`src/rtl/frame_collision_unit_pkg.sv`:
```
`default_nettype none
// ---------------------------------------------------------------------------
// Module   : fcu_pkg
// Purpose  : Shared collision codes, FSM state type and result encoder for
//            the per-frame collision unit.
// Revision : 1.0  initial release
// ---------------------------------------------------------------------------
package fcu_pkg;

  localparam logic [2:0] CC_NONE   = 3'd0;
  localparam logic [2:0] CC_TOP    = 3'd1;
  localparam logic [2:0] CC_BOTTOM = 3'd2;
  localparam logic [2:0] CC_LEFT   = 3'd3;
  localparam logic [2:0] CC_RIGHT  = 3'd4;
  localparam logic [2:0] CC_LOST   = 3'd7;

  // Flag vector bit order shared by the probe array and the encoder.
  localparam int FLAG_TOP    = 3;
  localparam int FLAG_BOTTOM = 2;
  localparam int FLAG_LEFT   = 1;
  localparam int FLAG_RIGHT  = 0;

  typedef enum logic [0:0] {
    ST_SCAN    = 1'b0,
    ST_RESOLVE = 1'b1
  } fcu_state_t;

  // Ball lost dominates, then top > bottom > left > right.
  function automatic logic [2:0] resolve_code(input logic lost, input logic [3:0] flags);
    logic [2:0] code;
    code = CC_NONE;
    if (lost)                   code = CC_LOST;
    else if (flags[FLAG_TOP])    code = CC_TOP;
    else if (flags[FLAG_BOTTOM]) code = CC_BOTTOM;
    else if (flags[FLAG_LEFT])   code = CC_LEFT;
    else if (flags[FLAG_RIGHT])  code = CC_RIGHT;
    return code;
  endfunction

endpackage
`default_nettype wire

```
`src/rtl/frame_collision_unit_if.sv`:
```
`default_nettype none
// ---------------------------------------------------------------------------
// Module   : frame_collision_unit_if
// Purpose  : Valid/ack handshake carrying the per-frame collision result
//            from the pixel-domain engine to the ball logic.
// Revision : 1.0  initial release
// ---------------------------------------------------------------------------
interface frame_collision_unit_if;
  logic       coll_valid;
  logic [2:0] coll_code;
  logic       coll_ack;

  modport master (output coll_valid, output coll_code, input  coll_ack);
  modport slave  (input  coll_valid, input  coll_code, output coll_ack);
endinterface
`default_nettype wire

```
`src/rtl/frame_collision_unit_probe.sv`:
```
`default_nettype none
// ---------------------------------------------------------------------------
// Module   : collision_probe
// Purpose  : Compares the raster position with one probe point. The probe
//            point carries one extra MSB; a set MSB means the point under-
//            or overflowed the screen and the probe is disabled.
// Revision : 1.0  initial release
// ---------------------------------------------------------------------------
module collision_probe #(
  parameter int COORD_W = 10
) (
  input  wire logic [COORD_W-1:0] x_pixel,
  input  wire logic [COORD_W-1:0] y_pixel,
  input  wire logic [COORD_W:0]   probe_x,
  input  wire logic [COORD_W:0]   probe_y,
  input  wire logic               active,
  input  wire logic               obstacle,
  output logic                    hit
);

  logic probe_en;

  // Probe hits only on an on-screen point under a visible obstacle pixel.
  always_comb begin
    probe_en = ~probe_x[COORD_W] & ~probe_y[COORD_W];
    hit      = probe_en & active & obstacle
             & (probe_x[COORD_W-1:0] == x_pixel)
             & (probe_y[COORD_W-1:0] == y_pixel);
  end

endmodule
`default_nettype wire

```
`src/rtl/frame_collision_unit.sv`:
```
`default_nettype none
// ---------------------------------------------------------------------------
// Module   : frame_collision_unit
// Purpose  : Per-frame ball collision detection and brick bookkeeping.
//            Four probes accumulate sticky hit flags over a frame; the flags
//            are resolved to one code per frame and offered over valid/ack.
// Revision : 1.0  initial release
// ---------------------------------------------------------------------------
module frame_collision_unit
  import fcu_pkg::*;
#(
  parameter int NUM_BLOCKS = 20,
  parameter int COORD_W    = 10,
  parameter int PROBE_OFS  = 5,
  parameter int LOST_Y     = 530
) (
  input  wire logic                  pixel_clk,
  input  wire logic                  rst,
  input  wire logic [COORD_W-1:0]    x_pixel,
  input  wire logic [COORD_W-1:0]    y_pixel,
  input  wire logic                  active,
  input  wire logic                  frame_start,
  input  wire logic [COORD_W-1:0]    ball_x,
  input  wire logic [COORD_W-1:0]    ball_y,
  input  wire logic [4:0]            ball_size,
  input  wire logic                  solid,
  input  wire logic [NUM_BLOCKS-1:0] block_pix,
  input  wire logic                  level_reset,
  frame_collision_unit_if.master     coll_if,
  output logic                       overrun,
  output logic [NUM_BLOCKS-1:0]      blocks_alive,
  output logic [5:0]                 blocks_left,
  output logic                       level_clear
);

  localparam logic [COORD_W:0]      OFS_W    = (COORD_W+1)'(PROBE_OFS);
  localparam logic [COORD_W-1:0]    LOST_Y_W = COORD_W'(LOST_Y);
  localparam logic [NUM_BLOCKS-1:0] ONE_B    = NUM_BLOCKS'(1);
  localparam logic [5:0]            NUM_B6   = 6'(NUM_BLOCKS);

  fcu_state_t            state_q, state_d;
  logic [3:0]            flags_q, flags_d;
  logic [3:0]            snap_q, snap_d;
  logic                  lost_q, lost_d;
  logic                  armed_q, armed_d;
  logic                  coll_valid_q, coll_valid_d;
  logic [2:0]            coll_code_q, coll_code_d;
  logic                  overrun_q, overrun_d;
  logic [NUM_BLOCKS-1:0] blocks_alive_q, blocks_alive_d;
  logic [5:0]            blocks_left_q, blocks_left_d;
  logic                  level_clear_q, level_clear_d;

  logic [COORD_W:0]      bx, by, size_w, half;
  logic [COORD_W:0]      probe_x [4];
  logic [COORD_W:0]      probe_y [4];
  logic [3:0]            probe_hit;
  logic [NUM_BLOCKS-1:0] alive_pix, kill_mask;
  logic                  brick_under, obstacle;

  // Probe coordinates with one guard bit so wrap-around shows up in the MSB.
  always_comb begin
    bx     = {1'b0, ball_x};
    by     = {1'b0, ball_y};
    size_w = (COORD_W+1)'(ball_size);
    half   = size_w >> 1;
    probe_x[FLAG_TOP]    = bx + half;
    probe_y[FLAG_TOP]    = by - OFS_W;
    probe_x[FLAG_BOTTOM] = bx + half;
    probe_y[FLAG_BOTTOM] = by + size_w + OFS_W;
    probe_x[FLAG_LEFT]   = bx - OFS_W;
    probe_y[FLAG_LEFT]   = by + half;
    probe_x[FLAG_RIGHT]  = bx + size_w + OFS_W;
    probe_y[FLAG_RIGHT]  = by + half;
  end

  // Only live bricks count as obstacles; the kill targets the lowest one.
  always_comb begin
    alive_pix   = block_pix & blocks_alive_q;
    brick_under = |alive_pix;
    obstacle    = solid | brick_under;
    kill_mask   = alive_pix & (~alive_pix + ONE_B);
  end

  for (genvar i = 0; i < 4; i++) begin : g_probe
    collision_probe #(
      .COORD_W (COORD_W)
    ) u_probe (
      .x_pixel  (x_pixel),
      .y_pixel  (y_pixel),
      .probe_x  (probe_x[i]),
      .probe_y  (probe_y[i]),
      .active   (active),
      .obstacle (obstacle),
      .hit      (probe_hit[i])
    );
  end

  // Brick state: level_reset re-arms and overrides any kill in the same cycle.
  always_comb begin
    blocks_alive_d = blocks_alive_q;
    blocks_left_d  = blocks_left_q;
    if (level_reset) begin
      blocks_alive_d = '1;
      blocks_left_d  = NUM_B6;
    end else if ((|probe_hit) && brick_under) begin
      blocks_alive_d = blocks_alive_q & ~kill_mask;
      blocks_left_d  = blocks_left_q - 6'd1;
    end
    level_clear_d = (blocks_left_q == 6'd1) && (blocks_left_d == 6'd0);
  end

  // Frame FSM: snapshot flags at frame_start, resolve and publish next cycle.
  // The first frame_start after reset only arms, so a frame cut short by
  // reset never produces a result.
  always_comb begin
    state_d      = state_q;
    flags_d      = flags_q | probe_hit;
    snap_d       = snap_q;
    lost_d       = lost_q;
    armed_d      = armed_q;
    coll_valid_d = coll_valid_q;
    coll_code_d  = coll_code_q;
    overrun_d    = overrun_q;

    if (coll_valid_q && coll_if.coll_ack) begin
      coll_valid_d = 1'b0;
    end

    case (state_q)
      ST_SCAN: begin
        if (frame_start) begin
          flags_d = probe_hit;
          armed_d = 1'b1;
          if (armed_q) begin
            snap_d  = flags_q;
            lost_d  = ball_y > LOST_Y_W;
            state_d = ST_RESOLVE;
          end
        end
      end
      ST_RESOLVE: begin
        if (!coll_valid_q || coll_if.coll_ack) begin
          coll_valid_d = 1'b1;
          coll_code_d  = resolve_code(lost_q, snap_q);
        end else begin
          overrun_d = 1'b1;
        end
        state_d = ST_SCAN;
      end
      default: state_d = ST_SCAN;
    endcase
  end

  // State and result registers.
  always_ff @(posedge pixel_clk or posedge rst) begin
    if (rst) begin
      state_q        <= ST_SCAN;
      flags_q        <= '0;
      snap_q         <= '0;
      lost_q         <= 1'b0;
      armed_q        <= 1'b0;
      coll_valid_q   <= 1'b0;
      coll_code_q    <= CC_NONE;
      overrun_q      <= 1'b0;
      blocks_alive_q <= '1;
      blocks_left_q  <= NUM_B6;
      level_clear_q  <= 1'b0;
    end else begin
      state_q        <= state_d;
      flags_q        <= flags_d;
      snap_q         <= snap_d;
      lost_q         <= lost_d;
      armed_q        <= armed_d;
      coll_valid_q   <= coll_valid_d;
      coll_code_q    <= coll_code_d;
      overrun_q      <= overrun_d;
      blocks_alive_q <= blocks_alive_d;
      blocks_left_q  <= blocks_left_d;
      level_clear_q  <= level_clear_d;
    end
  end

  assign coll_if.coll_valid = coll_valid_q;
  assign coll_if.coll_code  = coll_code_q;
  assign overrun            = overrun_q;
  assign blocks_alive       = blocks_alive_q;
  assign blocks_left        = blocks_left_q;
  assign level_clear        = level_clear_q;

endmodule
`default_nettype wire

```
`src/flat_wrapper.sv`:
```
// flat-port wrapper written by rule: the top's interface ports become plain ports
module frame_collision_unit_flat import fcu_pkg::*;
#(
  parameter int NUM_BLOCKS = 20,
  parameter int COORD_W    = 10,
  parameter int PROBE_OFS  = 5,
  parameter int LOST_Y     = 530
)
  (pixel_clk, rst, x_pixel, y_pixel, active, frame_start, ball_x, ball_y, ball_size, solid, block_pix, level_reset, overrun, blocks_alive, blocks_left, level_clear, coll_if_coll_valid, coll_if_coll_code, coll_if_coll_ack);
  frame_collision_unit_if coll_if_i ();
  input  wire logic pixel_clk;
  input  wire logic rst;
  input  wire logic [COORD_W-1:0] x_pixel;
  input  wire logic [COORD_W-1:0] y_pixel;
  input  wire logic active;
  input  wire logic frame_start;
  input  wire logic [COORD_W-1:0] ball_x;
  input  wire logic [COORD_W-1:0] ball_y;
  input  wire logic [4:0] ball_size;
  input  wire logic solid;
  input  wire logic [NUM_BLOCKS-1:0] block_pix;
  input  wire logic level_reset;
  output logic overrun;
  output logic [NUM_BLOCKS-1:0] blocks_alive;
  output logic [5:0] blocks_left;
  output logic level_clear;
  output wire logic [$bits(coll_if_i.coll_valid)-1:0] coll_if_coll_valid;
  output wire logic [$bits(coll_if_i.coll_code)-1:0] coll_if_coll_code;
  input wire logic [$bits(coll_if_i.coll_ack)-1:0] coll_if_coll_ack;
  assign coll_if_coll_valid = coll_if_i.coll_valid;
  assign coll_if_coll_code = coll_if_i.coll_code;
  assign coll_if_i.coll_ack = coll_if_coll_ack;
  frame_collision_unit #(.NUM_BLOCKS(NUM_BLOCKS), .COORD_W(COORD_W), .PROBE_OFS(PROBE_OFS), .LOST_Y(LOST_Y)) u_core (.pixel_clk(pixel_clk), .rst(rst), .x_pixel(x_pixel), .y_pixel(y_pixel), .active(active), .frame_start(frame_start), .ball_x(ball_x), .ball_y(ball_y), .ball_size(ball_size), .solid(solid), .block_pix(block_pix), .level_reset(level_reset), .coll_if(coll_if_i), .overrun(overrun), .blocks_alive(blocks_alive), .blocks_left(blocks_left), .level_clear(level_clear));
endmodule
```
`config.mk`:
```
export PLATFORM = sky130hd
export DESIGN_NAME = frame_collision_unit_flat
export DESIGN_NICKNAME = d
export VERILOG_FILES = /design/src/rtl/frame_collision_unit_pkg.sv /design/src/rtl/frame_collision_unit_if.sv /design/src/rtl/frame_collision_unit_probe.sv /design/src/rtl/frame_collision_unit.sv /design/src/flat_wrapper.sv
export SDC_FILE = /design/constraint.sdc
export NUM_CORES = 1
export LEC_CHECK = 0
export ABC_AREA = 0
export CORE_AREA = 2 2 96 98
export DETAILED_ROUTE_END_ITERATION = 10
export DIE_AREA = 0 0 98 100
export PLACE_DENSITY = 0.8
export SLEW_MARGIN = 20
export SYNTH_ARGS = -nofsm -noshare
export SYNTH_HDL_FRONTEND = slang
export SYNTH_SLANG_ARGS = --single-unit
```
`constraint.sdc`:
```
create_clock -name pixel_clk -period 3.3 [get_ports pixel_clk]
set_clock_uncertainty 0.2 [all_clocks]
set_input_delay 0.66 -clock pixel_clk [delete_from_list [all_inputs] [get_ports pixel_clk]]
set_output_delay 0.66 -clock pixel_clk [all_outputs]
set_load 0.01 [all_outputs]
```
==> key figures, run 1 <==
Outcome
  – Status: finished, violations left
  – Failing checks: setup timing

Synth
  – Register area share after synthesis: 25.2%
  – Cells after synthesis: 534
  – Post-synth top cells: nand2_1, nor2_1, xnor2_1, ha_1, inv_1
  – Synth top area share: 13.2%
  – Synth top area cells: dfstp_2, dfrtp_1, ha_1, xnor2_1, nand2_1
  – Post-synth ARST share: 100%
  – Yosys top cell by area: dfstp_2
  – Mapped Nets: 643
  – Warnings, synthesis: 0
  – #FFs+latches synth: 43
  – Netlist cell types: 67
  – Post-synth EDFFs: 0
  – Top FF cell, synth: dfstp_2
  – Synthesized area: 4380 sq um
  – Top-count cell post-synth: nand2_1
  – Post-Synthesis Mean Instance Area: 8.19 sq um

Timing
  – Slack of the critical path: -709 ps
  – Final Critical Period: 4010 ps
  – Max_slew headroom: between 40% and 50%
  – RSZ-0062 raised after global routing: true
  – Slew @ Worst Pin: 809 ps
  – Max-slew violations: 0
  – Fin Hold WS: between 200 and 300 ps
  – Fin crit share: 121%
  – Final setup fails: 27
  – Max Freq: 0.249 GHz
  – Setup TNS: -14600 ps
  – Fin. Hold Viols: 0

Worst setup path
  – Crit path max-delay family: simple AND/OR/NAND/NOR gates
  – Largest stage delay on the critical path: roughly 570 ps
  – CP arrival: 4030 ps
  – Slowest library cell on the worst path: or4_4
  – WS Path Type: in -> reg
  – RR Endpoint: u_core.blocks_left[2]
  – Startpoint Class: input port
  – Crit-path cells: buf_8, buf_6, ha_4, ha_4, fa_2, a21o_1, a211oi_4, or4_4, a21oi_4, nor4_4, nor4_4, buf_4, o31ai_4, buf_4, buf_6, o21ai_4, or3b_1
  – Bufs and invs on worst path: 5
  – R2R Setup Slk: -130 ps
  – R2R cell count: 12
  – CP startpoint: ball_size[1]
  – Worst setup EP type: flop
  – Required @ worst endpoint: about 3300 ps
  – CP max FO: 4
  – Worst r2r src: u_core.blocks_alive[2]

Detailed routing
  – Post-route antenna net violation count: 0
  – Drt wl/cell: roughly 20 microns
  – Total number of vias: around 5400
  – DRC: 0
  – Initial DRC Count: 334
  – Drt total wl: 17300 microns
  – 1st-pass router iterations: 5
  – Vias per cell: 6.14

Clock tree
  – Clock tree buffer depth: 2
  – Clock root cell: clkbuf_8
  – TritonCTS buffer count: 5
  – Clk sinks: 43
  – Worst-path clk slew: 90 ps
  – CTS tree: yes
  – CTS hold repair buffers: 0
  – Latest clock arrival within the worst-skew pair: roughly 310 ps
  – CTS H-tree depth: 2

Hold path
  – Hold WC Path Type: reg -> reg
  – WHS Endpoint: u_core.blocks_alive[3]
  – Hold path depth: 2
  – Hold path startpoint: u_core.blocks_alive[3]

Power and ir drop
  – Max IR drop VDD: 0.202 mV
  – Lkg Pwr: a little over 3 nW
  – Power density cells: 256 nW/um^2

GRT
  – GRT Resource Usage Total: 33.0%
  – Remaining global-route overflow: 0
  – Number of global-route vias before repair: ~5400
  – Largest net degree at the start of global routing: 44
  – First-pass GRT wire length: 26400 microns
  – Initial antenna violation count: 0

Place
  – RePlAce Congestion: around 0.93
  – PortBufs: 103
  – Post-DP HPWL: between 10000 and 15000 microns

Floorplan
  – Std-Cell Rows: 35
  – IO Pins: 104
  – Die Ht: 100 microns
  – Die area: about 9800 sq um
  – Core ar.: 8890 sq um
  – Die Wd: 98 microns
  – Starting Density: 49.2%

Cells and area
  – Footprint of the multi-input gates: 3610 sq um
  – Nets@finish: about 880
  – Antenna cells: 0
  – Area growth syn-to-layout: 65.5%
  – Filler Cell Count: 520
  – Reg area: 1100 sq um
  – Layout cells sized above 1: 34.8%

Run
  – Max-cap violations: 0
[repair_timing]
action,CTS,global route
pin swaps,42,23
setup endpoints to repair,31,28
setup buffers,17,6
cloned,1,0
gates resized for setup,106,32
[worst min-delay path, cell delays in order (launching register included)]
cell     delay (ps)
dfstp_2         400
o21ai_2          50
nand2_1          50
[kinds of logic after synthesis]
kind of cell / synth area share (%)
and+or+nand+nor: 23.5
AOI/OAI and AO/OA: 22.4
xor gates and xnor gates: 11.6
buffers and inverters: 5.12
DFF: 25.2
adders and majority gates: 11.3
muxes: 0.915
[flip-flops by register name, summed over array words and instances (netlist names), 3 cells and up]
name,cells
u_core.blocks_alive,20
u_core.blocks_left,6
u_core.coll_if.coll_code,3
u_core.flags_q,4
u_core.snap_q,4
[power breakdown]
group | switching [mW] | internal [mW]
logic | 0.414 | 0.448
registers | 0.00844 | 0.541
clock network | 0.199 | 0.245
total | 0.621 | 1.23
[through the flow]
| stage | instances | setup WS [ps] | util, % | power [mW] | cell area, sq um |
|---|---|---|---|---|---|
| 2_1_floorplan | 534 | -376 | - | 0.948 | 4470 |
| 3_3_place_gp | 854 | -1250 | 73.3 | 1.28 | 6510 |
| 3_5_place_dp | 854 | -1330 | 73.3 | 1.31 | 6510 |
| 4_1_cts | 877 | -536 | 79.5 | 1.80 | 7070 |
| 5_1_grt | 881 | -758 | 81.5 | 1.94 | 7240 |
| 6_report | 881 | -709 | 81.5 | 1.86 | 7240 |
[final cells by class]
type	instances	share of cell area, %
multi-input cells	439	49.9
repair buffers	251	29.8
flip-flops and latches	43	15.2
well taps	111	1.92
inverters	29	1.61
clock buffers	6	1.14
clock inverters	2	0.484
[layout by cell type (no fill, tap or decap), types with 5 or more instances in the layout]
cell type / n
nor2b_1: 6
nand4_1: 7
buf_2: 6
nor4_1: 5
a211o_1: 5
o21ai_2: 5
inv_2: 7
clkbuf_8: 6
dfstp_2: 22
ha_4: 17
xor2_1: 21
or3_1: 5
nand2b_1: 8
clkdlybuf4s50_1: 88
a21oi_2: 5
nand2_1: 60
nand3_1: 16
ha_1: 15
o21bai_1: 7
nor4_4: 5
o21ai_1: 6
o211ai_1: 7
buf_4: 138
a222oi_1: 6
a21o_1: 10
o21ai_0: 14
nor3_1: 12
a31oi_1: 14
dfrtp_1: 21
inv_1: 18
xnor2_1: 34
buf_6: 11
a21oi_1: 19
nor2_1: 32
[metal layers]
layer / global-route usage, % / up-vias / share of wire (%)
met1: 37.5 / 2617 / 37
met3: 4.39 / 76 / 5.7
met2: 63.0 / 277 / 53
met4: 12.3 / 0 / 4.5
li1: - / 2437 / -
met5: 0 / - / 0
[how the worst max path moves through the flow]
stage / end / slack [ps] / cells after the start
2_1_floorplan: u_core.blocks_left[3] / -380 / 13
3_3_place_gp: u_core.blocks_left[2] / -1250 / 13
3_5_place_dp: u_core.blocks_alive[5] / -1330 / 14
4_1_cts: u_core.blocks_left[2] / -540 / 15
5_1_grt: u_core.blocks_left[3] / -760 / 17
6_report: u_core.blocks_left[2] / -710 / 17
No activity file was read; power rests on OpenSTA's default activity.
==> run 2: changes to the inputs <==
Settings changed: CAP_MARGIN from default to 20, HOLD_SLACK_MARGIN from default to 0.05.
==> results of run 2 <==
Final layout, timing and power as in run 1 (identical DEF).
